File: config.mk
export PLATFORM = sky130hd
export DESIGN_NAME = axi2apb_bridge_flat
export DESIGN_NICKNAME = d
export VERILOG_FILES = /design/src/rtl/axi2apb_bridge_if.sv /design/src/rtl/axi2apb_bridge.sv /design/src/flat_wrapper.sv
export SDC_FILE = /design/constraint.sdc
export NUM_CORES = 1
export LEC_CHECK = 0
export CELL_PAD_IN_SITES_DETAIL_PLACEMENT = 1
export CELL_PAD_IN_SITES_GLOBAL_PLACEMENT = 1
export CORE_ASPECT_RATIO = 0.75
export CORE_MARGIN = 8
export CORE_UTILIZATION = 33
export DETAILED_ROUTE_END_ITERATION = 12
export PLACE_DENSITY_LB_ADDON = 0.1
export SETUP_SLACK_MARGIN = 0.1
export SLEW_MARGIN = 30
export SYNTH_ARGS = -nofsm -noshare
export SYNTH_HDL_FRONTEND = slang
export SYNTH_SLANG_ARGS = --single-unit
File: constraint.sdc
create_clock -name clk -period 4.2 [get_ports clk]
set_input_delay 0.84 -clock clk [delete_from_list [all_inputs] [get_ports clk]]
set_output_delay 0.84 -clock clk [all_outputs]
set_load 0.005 [all_outputs]
File: src/rtl/axi2apb_bridge_if.sv
// AXI4 slave-side bundle used by the AXI-to-APB bridge.
// User fields collapse to one bit when AXI_USER_WIDTH is 0.
interface AXI_BUS #(
    parameter int AXI_ADDR_WIDTH = 32,
    parameter int AXI_DATA_WIDTH = 64,
    parameter int AXI_ID_WIDTH   = 2,
    parameter int AXI_USER_WIDTH = 0
);
    localparam int UW = (AXI_USER_WIDTH > 0) ? AXI_USER_WIDTH : 1;

    logic [AXI_ID_WIDTH-1:0]     aw_id;
    logic [AXI_ADDR_WIDTH-1:0]   aw_addr;
    logic [7:0]                  aw_len;
    logic [2:0]                  aw_size;
    logic [1:0]                  aw_burst;
    logic                        aw_valid;
    logic                        aw_ready;

    logic [AXI_DATA_WIDTH-1:0]   w_data;
    logic [AXI_DATA_WIDTH/8-1:0] w_strb;
    logic                        w_last;
    logic                        w_valid;
    logic                        w_ready;

    logic [AXI_ID_WIDTH-1:0]     b_id;
    logic [1:0]                  b_resp;
    logic [UW-1:0]               b_user;
    logic                        b_valid;
    logic                        b_ready;

    logic [AXI_ID_WIDTH-1:0]     ar_id;
    logic [AXI_ADDR_WIDTH-1:0]   ar_addr;
    logic [7:0]                  ar_len;
    logic [2:0]                  ar_size;
    logic [1:0]                  ar_burst;
    logic                        ar_valid;
    logic                        ar_ready;

    logic [AXI_ID_WIDTH-1:0]     r_id;
    logic [AXI_DATA_WIDTH-1:0]   r_data;
    logic [1:0]                  r_resp;
    logic                        r_last;
    logic [UW-1:0]               r_user;
    logic                        r_valid;
    logic                        r_ready;

    modport Master (
        output aw_id, aw_addr, aw_len, aw_size, aw_burst, aw_valid,
        input  aw_ready,
        output w_data, w_strb, w_last, w_valid,
        input  w_ready,
        input  b_id, b_resp, b_user, b_valid,
        output b_ready,
        output ar_id, ar_addr, ar_len, ar_size, ar_burst, ar_valid,
        input  ar_ready,
        input  r_id, r_data, r_resp, r_last, r_user, r_valid,
        output r_ready
    );

    modport Slave (
        input  aw_id, aw_addr, aw_len, aw_size, aw_burst, aw_valid,
        output aw_ready,
        input  w_data, w_strb, w_last, w_valid,
        output w_ready,
        output b_id, b_resp, b_user, b_valid,
        input  b_ready,
        input  ar_id, ar_addr, ar_len, ar_size, ar_burst, ar_valid,
        output ar_ready,
        output r_id, r_data, r_resp, r_last, r_user, r_valid,
        input  r_ready
    );
endinterface

File: src/rtl/axi2apb_bridge.sv
// AXI4 (64-bit) to APB3 (32-bit) bridge, one APB access per beat.
// Define AXI2APB_TIMEOUT_EN to bound the ACCESS phase by TIMEOUT_CYCLES.
module axi2apb_bridge #(
    parameter int AXI_ADDR_WIDTH = 32,
    parameter int AXI_DATA_WIDTH = 64,
    parameter int AXI_ID_WIDTH   = 2,
    parameter int AXI_USER_WIDTH = 0,
    parameter int APB_ADDR_WIDTH = 32,
    parameter int TIMEOUT_CYCLES = 256
) (
    input  logic                      clk,
    input  logic                      rst_n,
    AXI_BUS.Slave                     slave,
    output logic [APB_ADDR_WIDTH-1:0] paddr,
    output logic [31:0]               pwdata,
    output logic                      pwrite,
    output logic                      psel,
    output logic                      penable,
    input  logic [31:0]               prdata,
    input  logic                      pready,
    input  logic                      pslverr
);
    typedef enum logic [2:0] {
        IDLE, WDATA, SETUP, ACCESS, WRESP, RDATA
    } state_t;

    localparam logic [1:0] SLVERR = 2'b10;
    localparam logic [1:0] OKAY   = 2'b00;

    state_t                    r_state, w_state_nxt;
    logic [AXI_ID_WIDTH-1:0]   r_id, w_id_nxt;
    logic [AXI_ADDR_WIDTH-1:0] r_addr, w_addr_nxt, w_addr_adv;
    logic [7:0]                r_cnt, w_cnt_nxt;
    logic [2:0]                r_size, w_size_nxt;
    logic [1:0]                r_burst, w_burst_nxt;
    logic                      r_write, w_write_nxt;
    logic [31:0]               r_pwdata, w_pwdata_nxt;
    logic [31:0]               r_rdata, w_rdata_nxt;
    logic [1:0]                r_rresp, w_rresp_nxt;
    logic                      r_err, w_err_nxt;
    logic                      r_ptr_w, w_ptr_w_nxt;
    logic                      w_grant_w, w_grant_r;
    logic                      w_aw_ready, w_ar_ready, w_w_ready;
    logic                      w_done, w_slverr;
    logic [31:0]               w_prd;
    logic                      w_unused;

`ifdef AXI2APB_TIMEOUT_EN
    localparam int TW = $clog2(TIMEOUT_CYCLES + 1);
    logic [TW-1:0] r_tmo;
    logic          w_tmo;

    always_ff @(posedge clk) begin
        if (!rst_n || r_state == SETUP)
            r_tmo <= '0;
        else if (r_state == ACCESS && !pready)
            r_tmo <= r_tmo + 1'b1;
    end

    // Last waiting cycle of a hung access completes it as an error.
    assign w_tmo    = (r_tmo == TW'(TIMEOUT_CYCLES - 1));
    assign w_done   = pready || w_tmo;
    assign w_slverr = pready ? pslverr : 1'b1;
    assign w_prd    = pready ? prdata : 32'hDEAD_BEEF;
`else
    assign w_done   = pready;
    assign w_slverr = pslverr;
    assign w_prd    = prdata;
`endif

    assign w_unused = ^{slave.w_strb, 32'(TIMEOUT_CYCLES),
                        32'(AXI_DATA_WIDTH), 32'(AXI_USER_WIDTH)};

    // WRAP bursts deliberately walk linearly like INCR.
    assign w_addr_adv = (r_burst == 2'b00) ? r_addr
                      : r_addr + (AXI_ADDR_WIDTH'(1) << r_size);

    assign w_grant_w = slave.aw_valid && (r_ptr_w || !slave.ar_valid);
    assign w_grant_r = slave.ar_valid && !w_grant_w;

    always_comb begin
        w_state_nxt  = r_state;
        w_id_nxt     = r_id;
        w_addr_nxt   = r_addr;
        w_cnt_nxt    = r_cnt;
        w_size_nxt   = r_size;
        w_burst_nxt  = r_burst;
        w_write_nxt  = r_write;
        w_pwdata_nxt = r_pwdata;
        w_rdata_nxt  = r_rdata;
        w_rresp_nxt  = r_rresp;
        w_err_nxt    = r_err;
        w_ptr_w_nxt  = r_ptr_w;
        w_aw_ready   = 1'b0;
        w_ar_ready   = 1'b0;
        w_w_ready    = 1'b0;
        unique case (r_state)
            IDLE: begin
                w_aw_ready = w_grant_w;
                w_ar_ready = w_grant_r;
                if (w_grant_w) begin
                    w_id_nxt    = slave.aw_id;
                    w_addr_nxt  = slave.aw_addr;
                    w_cnt_nxt   = slave.aw_len;
                    w_size_nxt  = slave.aw_size;
                    w_burst_nxt = slave.aw_burst;
                    w_write_nxt = 1'b1;
                    w_err_nxt   = 1'b0;
                    w_ptr_w_nxt = 1'b0;
                    w_state_nxt = WDATA;
                end else if (w_grant_r) begin
                    w_id_nxt    = slave.ar_id;
                    w_addr_nxt  = slave.ar_addr;
                    w_cnt_nxt   = slave.ar_len;
                    w_size_nxt  = slave.ar_size;
                    w_burst_nxt = slave.ar_burst;
                    w_write_nxt = 1'b0;
                    w_ptr_w_nxt = 1'b1;
                    if (slave.ar_size == 3'd3) begin
                        w_rdata_nxt = '0;
                        w_rresp_nxt = SLVERR;
                        w_state_nxt = RDATA;
                    end else begin
                        w_state_nxt = SETUP;
                    end
                end
            end
            WDATA: begin
                w_w_ready = 1'b1;
                if (slave.w_valid) begin
                    w_pwdata_nxt = r_addr[2] ? slave.w_data[63:32]
                                             : slave.w_data[31:0];
                    if (slave.w_last != (r_cnt == 8'd0))
                        w_err_nxt = 1'b1;
                    if (r_size == 3'd3) begin
                        w_err_nxt = 1'b1;
                        if (r_cnt == 8'd0) begin
                            w_state_nxt = WRESP;
                        end else begin
                            w_cnt_nxt  = r_cnt - 8'd1;
                            w_addr_nxt = w_addr_adv;
                        end
                    end else begin
                        w_state_nxt = SETUP;
                    end
                end
            end
            SETUP: w_state_nxt = ACCESS;
            ACCESS: begin
                if (w_done) begin
                    if (r_write) begin
                        w_err_nxt = r_err | w_slverr;
                        if (r_cnt == 8'd0) begin
                            w_state_nxt = WRESP;
                        end else begin
                            w_cnt_nxt   = r_cnt - 8'd1;
                            w_addr_nxt  = w_addr_adv;
                            w_state_nxt = WDATA;
                        end
                    end else begin
                        w_rdata_nxt = w_prd;
                        w_rresp_nxt = w_slverr ? SLVERR : OKAY;
                        w_state_nxt = RDATA;
                    end
                end
            end
            RDATA: begin
                if (slave.r_ready) begin
                    if (r_cnt == 8'd0) begin
                        w_state_nxt = IDLE;
                    end else begin
                        w_cnt_nxt  = r_cnt - 8'd1;
                        w_addr_nxt = w_addr_adv;
                        if (r_size == 3'd3) begin
                            w_rdata_nxt = '0;
                            w_rresp_nxt = SLVERR;
                        end else begin
                            w_state_nxt = SETUP;
                        end
                    end
                end
            end
            WRESP: begin
                if (slave.b_ready) begin
                    w_err_nxt   = 1'b0;
                    w_state_nxt = IDLE;
                end
            end
            default: w_state_nxt = IDLE;
        endcase
    end

    always_ff @(posedge clk) begin
        if (!rst_n) begin
            r_state  <= IDLE;
            r_id     <= '0;
            r_addr   <= '0;
            r_cnt    <= '0;
            r_size   <= '0;
            r_burst  <= '0;
            r_write  <= 1'b0;
            r_pwdata <= '0;
            r_rdata  <= '0;
            r_rresp  <= '0;
            r_err    <= 1'b0;
            r_ptr_w  <= 1'b1;
        end else begin
            r_state  <= w_state_nxt;
            r_id     <= w_id_nxt;
            r_addr   <= w_addr_nxt;
            r_cnt    <= w_cnt_nxt;
            r_size   <= w_size_nxt;
            r_burst  <= w_burst_nxt;
            r_write  <= w_write_nxt;
            r_pwdata <= w_pwdata_nxt;
            r_rdata  <= w_rdata_nxt;
            r_rresp  <= w_rresp_nxt;
            r_err    <= w_err_nxt;
            r_ptr_w  <= w_ptr_w_nxt;
        end
    end

    assign slave.aw_ready = w_aw_ready && rst_n;
    assign slave.ar_ready = w_ar_ready && rst_n;
    assign slave.w_ready  = w_w_ready && rst_n;

    assign slave.b_valid = (r_state == WRESP);
    assign slave.b_id    = r_id;
    assign slave.b_resp  = r_err ? SLVERR : OKAY;
    assign slave.b_user  = '0;

    assign slave.r_valid = (r_state == RDATA);
    assign slave.r_id    = r_id;
    assign slave.r_data  = {r_rdata, r_rdata};
    assign slave.r_resp  = r_rresp;
    assign slave.r_last  = (r_state == RDATA) && (r_cnt == 8'd0);
    assign slave.r_user  = '0;

    assign psel    = (r_state == SETUP) || (r_state == ACCESS);
    assign penable = (r_state == ACCESS);
    assign pwrite  = r_write;
    assign paddr   = {r_addr[APB_ADDR_WIDTH-1:2], 2'b00};
    assign pwdata  = r_pwdata;
endmodule

File: src/flat_wrapper.sv
// flat-port wrapper written by rule: the top's interface ports become plain ports
module axi2apb_bridge_flat 
#(
    parameter int AXI_ADDR_WIDTH = 32,
    parameter int AXI_DATA_WIDTH = 64,
    parameter int AXI_ID_WIDTH   = 2,
    parameter int AXI_USER_WIDTH = 0,
    parameter int APB_ADDR_WIDTH = 32,
    parameter int TIMEOUT_CYCLES = 256
)
  (clk, rst_n, paddr, pwdata, pwrite, psel, penable, prdata, pready, pslverr, slave_aw_id, slave_aw_addr, slave_aw_len, slave_aw_size, slave_aw_burst, slave_aw_valid, slave_aw_ready, slave_w_data, slave_w_strb, slave_w_last, slave_w_valid, slave_w_ready, slave_b_id, slave_b_resp, slave_b_user, slave_b_valid, slave_b_ready, slave_ar_id, slave_ar_addr, slave_ar_len, slave_ar_size, slave_ar_burst, slave_ar_valid, slave_ar_ready, slave_r_id, slave_r_data, slave_r_resp, slave_r_last, slave_r_user, slave_r_valid, slave_r_ready);
  AXI_BUS #(.AXI_ADDR_WIDTH(AXI_ADDR_WIDTH), .AXI_DATA_WIDTH(AXI_DATA_WIDTH), .AXI_ID_WIDTH(AXI_ID_WIDTH), .AXI_USER_WIDTH(AXI_USER_WIDTH)) slave_i ();
  input  logic clk;
  input  logic rst_n;
  output logic [APB_ADDR_WIDTH-1:0] paddr;
  output logic [31:0] pwdata;
  output logic pwrite;
  output logic psel;
  output logic penable;
  input  logic [31:0] prdata;
  input  logic pready;
  input  logic pslverr;
  input wire logic [$bits(slave_i.aw_id)-1:0] slave_aw_id;
  input wire logic [$bits(slave_i.aw_addr)-1:0] slave_aw_addr;
  input wire logic [$bits(slave_i.aw_len)-1:0] slave_aw_len;
  input wire logic [$bits(slave_i.aw_size)-1:0] slave_aw_size;
  input wire logic [$bits(slave_i.aw_burst)-1:0] slave_aw_burst;
  input wire logic [$bits(slave_i.aw_valid)-1:0] slave_aw_valid;
  output wire logic [$bits(slave_i.aw_ready)-1:0] slave_aw_ready;
  input wire logic [$bits(slave_i.w_data)-1:0] slave_w_data;
  input wire logic [$bits(slave_i.w_strb)-1:0] slave_w_strb;
  input wire logic [$bits(slave_i.w_last)-1:0] slave_w_last;
  input wire logic [$bits(slave_i.w_valid)-1:0] slave_w_valid;
  output wire logic [$bits(slave_i.w_ready)-1:0] slave_w_ready;
  output wire logic [$bits(slave_i.b_id)-1:0] slave_b_id;
  output wire logic [$bits(slave_i.b_resp)-1:0] slave_b_resp;
  output wire logic [$bits(slave_i.b_user)-1:0] slave_b_user;
  output wire logic [$bits(slave_i.b_valid)-1:0] slave_b_valid;
  input wire logic [$bits(slave_i.b_ready)-1:0] slave_b_ready;
  input wire logic [$bits(slave_i.ar_id)-1:0] slave_ar_id;
  input wire logic [$bits(slave_i.ar_addr)-1:0] slave_ar_addr;
  input wire logic [$bits(slave_i.ar_len)-1:0] slave_ar_len;
  input wire logic [$bits(slave_i.ar_size)-1:0] slave_ar_size;
  input wire logic [$bits(slave_i.ar_burst)-1:0] slave_ar_burst;
  input wire logic [$bits(slave_i.ar_valid)-1:0] slave_ar_valid;
  output wire logic [$bits(slave_i.ar_ready)-1:0] slave_ar_ready;
  output wire logic [$bits(slave_i.r_id)-1:0] slave_r_id;
  output wire logic [$bits(slave_i.r_data)-1:0] slave_r_data;
  output wire logic [$bits(slave_i.r_resp)-1:0] slave_r_resp;
  output wire logic [$bits(slave_i.r_last)-1:0] slave_r_last;
  output wire logic [$bits(slave_i.r_user)-1:0] slave_r_user;
  output wire logic [$bits(slave_i.r_valid)-1:0] slave_r_valid;
  input wire logic [$bits(slave_i.r_ready)-1:0] slave_r_ready;
  assign slave_i.aw_id = slave_aw_id;
  assign slave_i.aw_addr = slave_aw_addr;
  assign slave_i.aw_len = slave_aw_len;
  assign slave_i.aw_size = slave_aw_size;
  assign slave_i.aw_burst = slave_aw_burst;
  assign slave_i.aw_valid = slave_aw_valid;
  assign slave_aw_ready = slave_i.aw_ready;
  assign slave_i.w_data = slave_w_data;
  assign slave_i.w_strb = slave_w_strb;
  assign slave_i.w_last = slave_w_last;
  assign slave_i.w_valid = slave_w_valid;
  assign slave_w_ready = slave_i.w_ready;
  assign slave_b_id = slave_i.b_id;
  assign slave_b_resp = slave_i.b_resp;
  assign slave_b_user = slave_i.b_user;
  assign slave_b_valid = slave_i.b_valid;
  assign slave_i.b_ready = slave_b_ready;
  assign slave_i.ar_id = slave_ar_id;
  assign slave_i.ar_addr = slave_ar_addr;
  assign slave_i.ar_len = slave_ar_len;
  assign slave_i.ar_size = slave_ar_size;
  assign slave_i.ar_burst = slave_ar_burst;
  assign slave_i.ar_valid = slave_ar_valid;
  assign slave_ar_ready = slave_i.ar_ready;
  assign slave_r_id = slave_i.r_id;
  assign slave_r_data = slave_i.r_data;
  assign slave_r_resp = slave_i.r_resp;
  assign slave_r_last = slave_i.r_last;
  assign slave_r_user = slave_i.r_user;
  assign slave_r_valid = slave_i.r_valid;
  assign slave_i.r_ready = slave_r_ready;
  axi2apb_bridge #(.AXI_ADDR_WIDTH(AXI_ADDR_WIDTH), .AXI_DATA_WIDTH(AXI_DATA_WIDTH), .AXI_ID_WIDTH(AXI_ID_WIDTH), .AXI_USER_WIDTH(AXI_USER_WIDTH), .APB_ADDR_WIDTH(APB_ADDR_WIDTH), .TIMEOUT_CYCLES(TIMEOUT_CYCLES)) u_core (.clk(clk), .rst_n(rst_n), .slave(slave_i), .paddr(paddr), .pwdata(pwdata), .pwrite(pwrite), .psel(psel), .penable(penable), .prdata(prdata), .pready(pready), .pslverr(pslverr));
endmodule
==> results.md, run 1 <==
* Outcome: finished clean
* Largest net degree at the start of global routing at between 70 and 80
* PD cells at 579 mW/mm²
* Crit path required time at roughly 3.4 ns
* Iter 0 DRT Violations at 409
* Share of cells above drive strength 1 at approximately a tenth
* Worst path slowest cell: clkdlybuf4s50_1
* Final Hold Viols at 0
* Post-synth cell types at slightly below 100
* Ports at around 360
* Area share of the largest cell type after synthesis at 29.7%
* FMAX at 281 MHz
* Layout Skew at ~0.017 ns
* Die ar. at ~0.03 mm²
* CP max FO at 8
* RSZ-0062 raised after global routing: no
* Register area share after synthesis at slightly below 30%
* Hold_buf cts at 0
* Slew Limit Fails at 0
* Vias/cell at 5.37
* Final Power at 6670 µW
* Mapped Cells at approximately 960
* Avg Cell Area, Syn at 8.26 µm²
* Synthesized area at 0.00795 mm²
* Relative slew slack at between 30% and 40%
* Layout Cells excl Fill at 1509
* Count of input and output buffers at 340
* Residual DRC at 0
* #FFs+latches synth at ~120
* Top FF cell, synth: dfxtp_1
* Post-synth top cells: 118 x dfxtp_1, 100 x nand2_1, 78 x buf_4, 73 x nor2_1, 60 x a21oi_1
* Global route overflow at 0
* Gate power share at between 40 and 50%
* Std-Cell Rows at between 40 and 50
* Post-synth ARST share at 0%
* Initial Util at between 30% and 40%
* Post-placement cell count at approximately 1500
* Crit-path cells: clkdlybuf4s50_1, and2b_1, nor2_4, nor3_1, clkdlybuf4s50_1
* Final period util at between 80% and 90%
* # Post-CTS Setup Buffers at 0
* Clock power share at a little under a quarter
* DRT Wirelength at between 30 and 40 mm
* Most frequent cell after synthesis: dfxtp_1
* Pleak at around 0.004 µW
* Post-synth EDFFs at 0
* Synth area leader: dfxtp_1
* Initial antenna violation count at 1
* Sw frac at ~42%
* Gr usage total at approximately a fifth
* R2R Path End: u_core.r_addr[8]
* GPL Wtd Cong at between 0.8 and 0.9
* CP Buf/Inv Count at 2
* Layout Utilization at between 40% and 50%
* Ant diodes at 0
* Via Count at 8103
* CTS tree: yes
* CP endpoint: slave_ar_ready
* Yosys Warn Count at 0
* Reg clk slew, reported paths at roughly 0.06 ns
* Setup TNS at 0 ns
* Final HPWL DP at around 25 mm
* Root Buffer: clkbuf_16
* CP endpoint kind: output pin
* Fin crit period at between 3 and 4 ns
* Largest stage delay, worst path at roughly 0.64 ns
* CTS H-tree lvls at 4
* Slew @ Worst Pin at between 0.9 and 1 ns
* RR Startpoint: u_core.r_size[1]
* TritonRoute pass-1 iters at 5
* Reg2reg path depth at 8
* Area growth, synth to finish at 45.1%
* Die height at between 150 and 200 µm
* FF-to-FF setup slack at between 1 and 1.5 ns
* Maxcap violations at 0
* Number of buffers created by CTS at 17
* Hold WC Path Type: reg2reg
* Peak VDD IR at roughly 470 µV
* Seq pwr share at around 27%
* Final nets at roughly 1400
* Skew-Pair Late Insertion Delay at about 0.43 ns
* Vias in the first global route at 8411
* Final antenna-violating net count at 0
* Final setup fails at 0
* Psw at 2820 µW
* CP top delay family: buffers and inverters
* Filler cell count at ~2700
* Die W at just under 200 µm
* Int Pwr at ~3900 µW
* Crit path top cell by count: clkdlybuf4s50_1
* First-pass GRT wire length at between 40 and 50 mm
* Top area cells in the synthesized netlist: dfxtp_1 30%, buf_4 7.4%, mux2i_1 6.7%
* Core Region at 0.0238 mm²
* Mean routed wirelength per cell at roughly 21 µm
* Setup crit start kind: primary input
* Hold slack at about 0.47 ns
* Critical path origin: slave_ar_valid
* CTS resizes at 0
* Maximum clock path buffer count at 2
* Critical path depth at 5
* Kind of critical path: in2out
* Clock Sinks at approximately 120
* CP arrival at between 2 and 3 ns
power groups by stage:
stage / Sequential [µW] / Combinational [µW] / Clock, µW
2_1_floorplan: 1650 / 2390 / 0
3_3_place_gp: 1830 / 3260 / 0
3_5_place_dp: 1840 / 3300 / 0
4_1_cts: 1820 / 3320 / 1600
5_1_grt: 1880 / 3600 / 1650
6_report: 1820 / 3290 / 1560
kinds of logic (layout without fill, tap and decap cells):
family / after synthesis / count (layout) / share of synthesized area (%)
multiplexers: 61 / 61 / 7.81
adder cells (fa/ha/maj): 11 / 11 / 1.83
AND/OR/NAND/NOR: 320 / 320 / 20.9
AO/OA/AOI/OAI: 280 / 280 / 26.1
flip-flops: 118 / 118 / 29.7
buffers and inverters: 165 / 401 / 12.9
XOR/XNOR: 6 / 6 / 0.661
other: 1 / 6 / 0.0472
state kept, by name (all words and copies together) (netlist names):
signal	flops
u_core.r_cnt	8
u_core.pwrite	1
u_core.slave.b_id	2
u_core.r_ptr_w	1
u_core.r_state	3
u_core.r_size	3
u_core.slave.r_resp	1
u_core.pwdata	32
u_core.r_addr	32
u_core.r_err	1
u_core.r_rdata	32
u_core.r_burst	2
tightest hold or removal path, stage by stage, from the launching register on:
cell	delay, ns
dfxtp_1	0.32
nand2_1	0.06
a21oi_1	0.05
how the worst min path moves through the flow:
stage,start,end,depth (start not counted)
final,u_core.r_rdata[3],u_core.r_rdata[3],2
after global routing,u_core.r_rdata[8],u_core.r_rdata[8],2
after detailed placement,u_core.r_rdata[3],u_core.r_rdata[3],2
after CTS,u_core.r_rdata[3],u_core.r_rdata[3],2
after global placement,u_core.r_addr[0],u_core.r_addr[0],2
after floorplan,u_core.r_addr[0],u_core.r_addr[0],2
cell usage in the layout (no fill, tap or decap), drive strengths merged, types with 10 or more instances in the layout:
master and count:
a211oi 39, a21oi 71, a31oi 13, buf 16, clkbuf 17, clkdlybuf4s50 340
dfxtp 118, ha 10, inv 17, mux2i 53, nand2 101, nand3 59
nand4 11, nor2 76, nor3 12, o211ai 12, o21ai 32
final cells by class:
cell class	instances	area, µm²	area share [%]
Clock buffer	17	425	3.69
Clock inverter	15	191	1.66
Inverter	13	50.0	0.434
Multi-Input combinational cell	684	4600	39.9
Sequential cell	118	2360	20.5
Tap cell	306	383	3.32
Timing Repair Buffer	356	3520	30.5
per-layer routing:
| layer | vias to the layer above | share of wire (%) | track usage (%) |
|---|---|---|---|
| li1 | 3930 | - | - |
| met4 | 2 | 0.89 | 4.01 |
| met1 | 3899 | 47 | 28.1 |
| met3 | 22 | 7.1 | 6.75 |
| met5 | - | 0.041 | 0 |
| met2 | 250 | 45 | 33.7 |
metrics by stage:
stage,setup slack (ns),cell area [µm²]
floorplan,1.47,7970
global placement,0.682,10900
detailed placement,0.635,10900
CTS,0.573,11500
global route,0.530,11500
finish,0.638,11500
No activity file was read; power rests on OpenSTA's default activity.
==> run 2: changes to the inputs <==
--- a/config.mk
+++ b/config.mk
@@ -9,7 +9,7 @@
 export CELL_PAD_IN_SITES_GLOBAL_PLACEMENT = 1
 export CORE_ASPECT_RATIO = 0.75
 export CORE_MARGIN = 8
-export CORE_UTILIZATION = 33
+export CORE_UTILIZATION = 30
 export DETAILED_ROUTE_END_ITERATION = 12
 export PLACE_DENSITY_LB_ADDON = 0.1
 export SETUP_SLACK_MARGIN = 0.1
==> constraint.sdc (replaced) <==
create_clock -name clk -period 3.65 [get_ports clk]
set_input_delay 0.73 -clock clk [delete_from_list [all_inputs] [get_ports clk]]
set_output_delay 0.73 -clock clk [all_outputs]
set_load 0.005 [all_outputs]
==> run 2 against run 1 <==
Sequential power up 15%. Die area increased by 9.0%. Sequential cell count unchanged. Clock skew is 0.0075 ns lower.
==> results.md, run 2 (synthesis results as in run 1) <==
* Outcome: finished clean
* Global route overflow at 0
* Layout Skew at 0.00941 ns
* PD cells at around 660 mW/mm²
* GPL Wtd Cong at approximately 0.79
* CTS resizes at 0
* R2R Path End: u_core.r_addr[23]
* Setup TNS at 0 ns
* CTS H-tree lvls at 4
* Die W at roughly 200 µm
* Reg2reg path depth at 7
* Vias in the first global route at around 8300
* Sequential cell area at roughly 0.0024 mm²
* Hold WC Path Type: reg2reg
* Final period util at 89.2%
* Critical path origin: u_core.r_state[0]
* Final nets at 1420
* Peak VDD IR at approximately 360 µV
* Maxcap violations at 0
* FMAX at about 300 MHz
* Number of buffers created by CTS at 17
* Clock Sinks at ~120
* Filler cell count at between 3000 and 4000
* Skew-Pair Late Insertion Delay at 0.43 ns
* Gr usage total at between 20% and 30%
* Final HPWL DP at about 26 mm
* Met3 usage at between 6 and 7%
* Via Count at ~8200
* RR Startpoint: u_core.r_size[0]
* Iter 0 DRT Violations at 465
* Final Power at slightly below 8000 µW
* DRT Wirelength at roughly 33 mm
* Vias/cell at 5.26
* Core Region at ~0.026 mm²
* Final Hold Viols at 0
* Most common cell after layout, fill and taps aside: clkdlybuf4s50_1
* Mean routed wirelength per cell at 21.4 µm
* Ports at 355
* M2 GR Usage at a little under a third
* Count of input and output buffers at 340
* Die ar. at roughly 0.032 mm²
* Pleak at 0.00415 µW
* Maximum clock path buffer count at 2
* Hold_buf cts at 0
* Residual DRC at 0
* Setup crit start kind: flop
* CTS tree: yes
* CP max FO at 19
* Met1 Use GR at around 27%
* Initial antenna violation count at 2
* Slew @ Worst Pin at between 0.8 and 0.9 ns
* FF-to-FF setup slack at between 0.5 and 0.6 ns
* Die height at about 160 µm
* Commonest cells after routing, fill and taps aside: 340 x clkdlybuf4s50_1, 117 x dfxtp_1, 100 x nand2_1
* GRT busiest layer: met2
* Min-delay src: u_core.r_rdata[10]
* Largest net degree at the start of global routing at 68
* Root Buffer: clkbuf_16
* Final antenna-violating net count at 0
* Share of cells above drive strength 1 at just under 10%
* Hold Path End: u_core.r_rdata[10]
* RSZ-0062 raised after global routing: no
* Relative slew slack at about two fifths
* Multi-input gate area at between 0.004 and 0.005 mm²
* Pre-CTS setup slack at between 0.4 and 0.5 ns
* Hold slack at 0.469 ns
* # Post-CTS Setup Buffers at 0
* Crit path required time at 2.92 ns
* Slew Limit Fails at 0
* Fin worst setup slack at ~0.39 ns
* First-pass GRT wire length at approximately 50 mm
* Reg clk slew, reported paths at 0.06 ns
* Fin crit period at about 3.3 ns
* Area growth, synth to finish at 46.3%
* CP arrival at around 2.5 ns
* CP endpoint kind: output pin
* Kind of critical path: reg2out
* Final setup fails at 0
* TritonRoute pass-1 iters at 4
* WHS Path Cells at 2
* Initial Util at a little under a third
* Std-Cell Rows at between 50 and 60
==> run 2: cell types whose count changed in the layout (fill, tap and decap cells not counted) <==
cell        before  now
and2_2           0    1
and2_4           1    0
buf_4           16   27
clkbuf_1         0    2
clkbuf_8         0    1
clkinv_2         2    8
clkinv_4         4    0
clkinvlp_4       2    1
diode_2          0    1
inv_6            4    0
inv_8            1    0
==> run 2: report_power, final <==
part	switching [µW]	total (µW)	internal (µW)
Combinational	2120	3890	1770
Clock	640	1720	1080
Sequential	463	2090	1630
==> run 2: worst max path at each step <==
stage                                    to  slack (ns)  cells past startpoint
final                          slave_r_last        0.39                      5
after global routing           slave_r_last        0.21                      5
after CTS                      slave_r_last        0.34                      5
after detailed placement     slave_aw_ready        0.47                      6
after global placement       slave_aw_ready        0.50                      6
after floorplan           u_core.r_addr[18]        1.06                     10
==> run 2: metal layers <==
metal  part of all wire [%]  routed length (µm)  up-vias
li1                       -                   -     3946
met1                     47               15500     3949
met2                     45               15000      270
met3                    7.2                2420       25
met4                    1.3                 424        2
met5                  0.039                  13        -
==> run 2: cell type report <==
class	count	area share, %
Clock buffer	20	3.84
Inverter	13	0.430
Antenna cell	1	0.0215
Clock inverter	11	1.14
Multi-Input combinational cell	684	39.5
Sequential cell	118	20.3
Tap cell	344	3.70
Timing Repair Buffer	367	31.0
==> run 2: per-stage QoR <==
step                area, µm²  std cells  utilization, %
finish                  11600       1558            44.7
global route            11600       1558            44.7
global placement        11000       1526            42.4
floorplan                7970        967               -
CTS                     11600       1557            44.7
detailed placement      11000       1526            42.4
==> run 2: worst max-delay path, stage by stage (launching register included) <==
cell and delay, ns:
dfxtp_1 0.75, inv_1 0.19, nor2_1 0.30, nand2_1 0.15, nor2_1 0.14, clkdlybuf4s50_1 0.57
==> run 3: changes to the inputs <==
--- a/config.mk
+++ b/config.mk
@@ -5,11 +5,12 @@
 export SDC_FILE = /design/constraint.sdc
 export NUM_CORES = 1
 export LEC_CHECK = 0
+export ABC_AREA = 1
 export CELL_PAD_IN_SITES_DETAIL_PLACEMENT = 1
 export CELL_PAD_IN_SITES_GLOBAL_PLACEMENT = 1
 export CORE_ASPECT_RATIO = 0.75
 export CORE_MARGIN = 8
-export CORE_UTILIZATION = 30
+export CORE_UTILIZATION = 28
 export DETAILED_ROUTE_END_ITERATION = 12
 export PLACE_DENSITY_LB_ADDON = 0.1
 export SETUP_SLACK_MARGIN = 0.1
==> constraint.sdc (replaced) <==
create_clock -name clk -period 3.5 [get_ports clk]
set_input_delay 0.7 -clock clk [delete_from_list [all_inputs] [get_ports clk]]
set_output_delay 0.7 -clock clk [all_outputs]
set_load 0.005 [all_outputs]
==> run 3 against run 2 <==
Non-clock buffer count fell by 10. First-iteration DRC count shrank 20%. Largest power group unchanged. Via count increased by 8.6%.
==> results.md, run 3 <==
* Outcome: finished clean
* CP endpoint kind: output pin
* Final HPWL DP at approximately 26 mm
* Hold slack at slightly below 0.5 ns
* Initial antenna violation count at 5
* Final setup fails at 0
* Critical path depth at 8
* Pleak at about 0.0050 µW
* Top area cells in the synthesized netlist: dfxtp_1 31%, nand2_1 14%, nor2_1 11%
* Register area share after synthesis at between 30% and 40%
* Peak VDD IR at ~440 µV
* Root Buffer: clkbuf_16
* CP arrival at 2.28 ns
* PD cells at approximately 730 mW/mm²
* Final Hold Viols at 0
* Number of buffers created by CTS at 17
* Slew Limit Fails at 0
* Post-synth top cells: 285 x nand2_1, 235 x nor2_1, 121 x inv_1, 118 x dfxtp_1, 105 x o21ai_0
* Commonest cells after routing, fill and taps aside: 339 x clkdlybuf4s50_1, 285 x nand2_1, 235 x nor2_1
* FMAX at 335 MHz
* Reg2reg path depth at 12
* Iter 0 DRT Violations at 372
* Most common cell after layout, fill and taps aside: clkdlybuf4s50_1
* Vias/cell at 4.71
* First-pass GRT wire length at between 50 and 60 mm
* Slew @ Worst Pin at between 0.7 and 0.8 ns
* Core Region at between 0.02 and 0.03 mm²
* Setup crit start kind: primary input
* CP max FO at 4
* Setup TNS at 0 ns
* Post-placement cell count at about 1900
* Residual DRC at 0
* Avg Cell Area, Syn at 6.07 µm²
* Kind of critical path: in2out
* Mean routed wirelength per cell at roughly 18 µm
* Maxcap violations at 0
* Gr usage total at 20.0%
* Share of cells above drive strength 1 at about 5.0%
* Die height at ~160 µm
* CP Buf/Inv Count at 5
* Final period util at 85.2%
* Layout Skew at 0.0105 ns
* Fin worst setup slack at just over 0.5 ns
* Vias in the first global route at 9011
* Die W at 208 µm
* CP top delay family: buffers and inverters
* Maximum clock path buffer count at 2
* CTS tree: yes
* Crit-path cells: clkdlybuf4s50_1, inv_1, o21ai_4, inv_2, nor2_1, nand2_1, inv_1, clkdlybuf4s50_1
* Pre-CTS setup slack at between 0.5 and 0.6 ns
* Clock Sinks at about 120
* Fin crit period at between 2 and 3 ns
* WHS Path Cells at 2
* Post-synth ARST share at 0%
* Via Count at 8894
* Synth area leader: dfxtp_1
* Die ar. at between 0.03 and 0.04 mm²
* Post-synth cell types at 34
* Global route overflow at 0
* DRT Wirelength at ~34 mm
* RSZ-0062 raised after global routing: no
* Ports at roughly 360
* Top FF cell, synth: dfxtp_1
* CTS H-tree lvls at 4
* CTS resizes at 0
* Mapped Cells at ~1300
* Largest stage delay, worst path at 0.52 ns
* Yosys Warn Count at 0
* Final nets at 1743
* Skew-Pair Late Insertion Delay at between 0.4 and 0.5 ns
* Post-synth EDFFs at 0
* TritonRoute pass-1 iters at 4
* Area growth, synth to finish at 49.1%
* Hold_buf cts at 0
* Relative slew slack at 49.7%
* Crit path required time at 2.80 ns
* Reg clk slew, reported paths at ~0.050 ns
* GPL Wtd Cong at between 0.8 and 0.9
* Area share of the largest cell type after synthesis at between 30 and 40%
* Std-Cell Rows at 52
* # Post-CTS Setup Buffers at 0
* Hold WC Path Type: reg2reg
* Initial Util at 28.5%
* Most frequent cell after synthesis: nand2_1
* Largest net degree at the start of global routing at 66
* Final antenna-violating net count at 0
* Count of input and output buffers at 340
* Worst path slowest cell: clkdlybuf4s50_1
* Layout Cells excl Fill at about 1900
* Synthesized area at around 0.0077 mm²
* #FFs+latches synth at 118
==> run 3: cell types whose count changed in the layout (fill, tap and decap cells not counted), moves of 10 or more <==
| cell | change |
|---|---|
| nor2_1 | +162 |
| nand3_2 | -11 |
| a211oi_1 | -39 |
| inv_1 | +108 |
| nand3_1 | +24 |
| a31oi_1 | +21 |
| nand2_1 | +185 |
| o211ai_1 | -11 |
| o21ai_0 | +77 |
| a21oi_2 | -11 |
| inv_2 | +11 |
| buf_4 | -10 |
| mux2i_1 | -53 |
| o21ai_1 | +25 |
==> run 3: power breakdown <==
group / switching (µW) / total [µW] / internal (µW)
clock network: 644 / 1740 / 1100
registers: 383 / 2140 / 1750
logic: 2620 / 4520 / 1900
==> run 3: worst paths after layout <==
kind,start,endpoint,slack [ns]
max,slave_ar_valid,slave_ar_ready,0.52
min,u_core.slave.r_resp[1],u_core.slave.r_resp[1],0.49
max reg2reg,u_core.r_size[0],u_core.r_addr[28],0.90
min reg2reg,u_core.slave.r_resp[1],u_core.slave.r_resp[1],0.49
==> run 3: cell families after synthesis <==
group | count (synthesis) | synth area share, %
and+or+nand+nor | 644 | 34.1
buffers and inverters | 261 | 16.8
AOI/OAI and AO/OA | 232 | 15.9
DFF | 118 | 30.6
adders and majority gates | 11 | 1.88
xor gates and xnor gates | 6 | 0.680
other | 1 | 0.0486
==> run 3: layout make-up <==
cell class              instances  area, µm²
diodes                          1       2.50
inverters                     131        492
well taps                     351        439
flip-flops and latches        118       2360
multi-input cells             899       4100
fillers                      3506      15600
clock inverters                 9        100
clock buffers                  23        478
repair buffers                357       3540
==> run 3: metrics by stage <==
step	utilization (%)	instance area (µm²)	total power, µW
after detailed placement	40.4	10900	6720
after floorplan	-	7740	5000
final	42.5	11500	8400
after CTS	42.5	11500	8530
after global routing	42.5	11500	9150
after global placement	40.4	10900	6630
==> run 3: worst min-delay path, cell delays in order, from the launching register on <==
cell	delay, ns
dfxtp_1	0.30
nor2_1	0.09
nor2_1	0.05
==> run 3: per-layer routing <==
| metal | vias up | GRT usage [%] | part of all wire (%) |
|---|---|---|---|
| met4 | 8 | 3.67 | 0.93 |
| met2 | 208 | 32.0 | 45 |
| met1 | 4156 | 25.9 | 47 |
| met3 | 25 | 6.85 | 6.8 |
| met5 | - | 0 | 0.15 |
| li1 | 4497 | - | - |
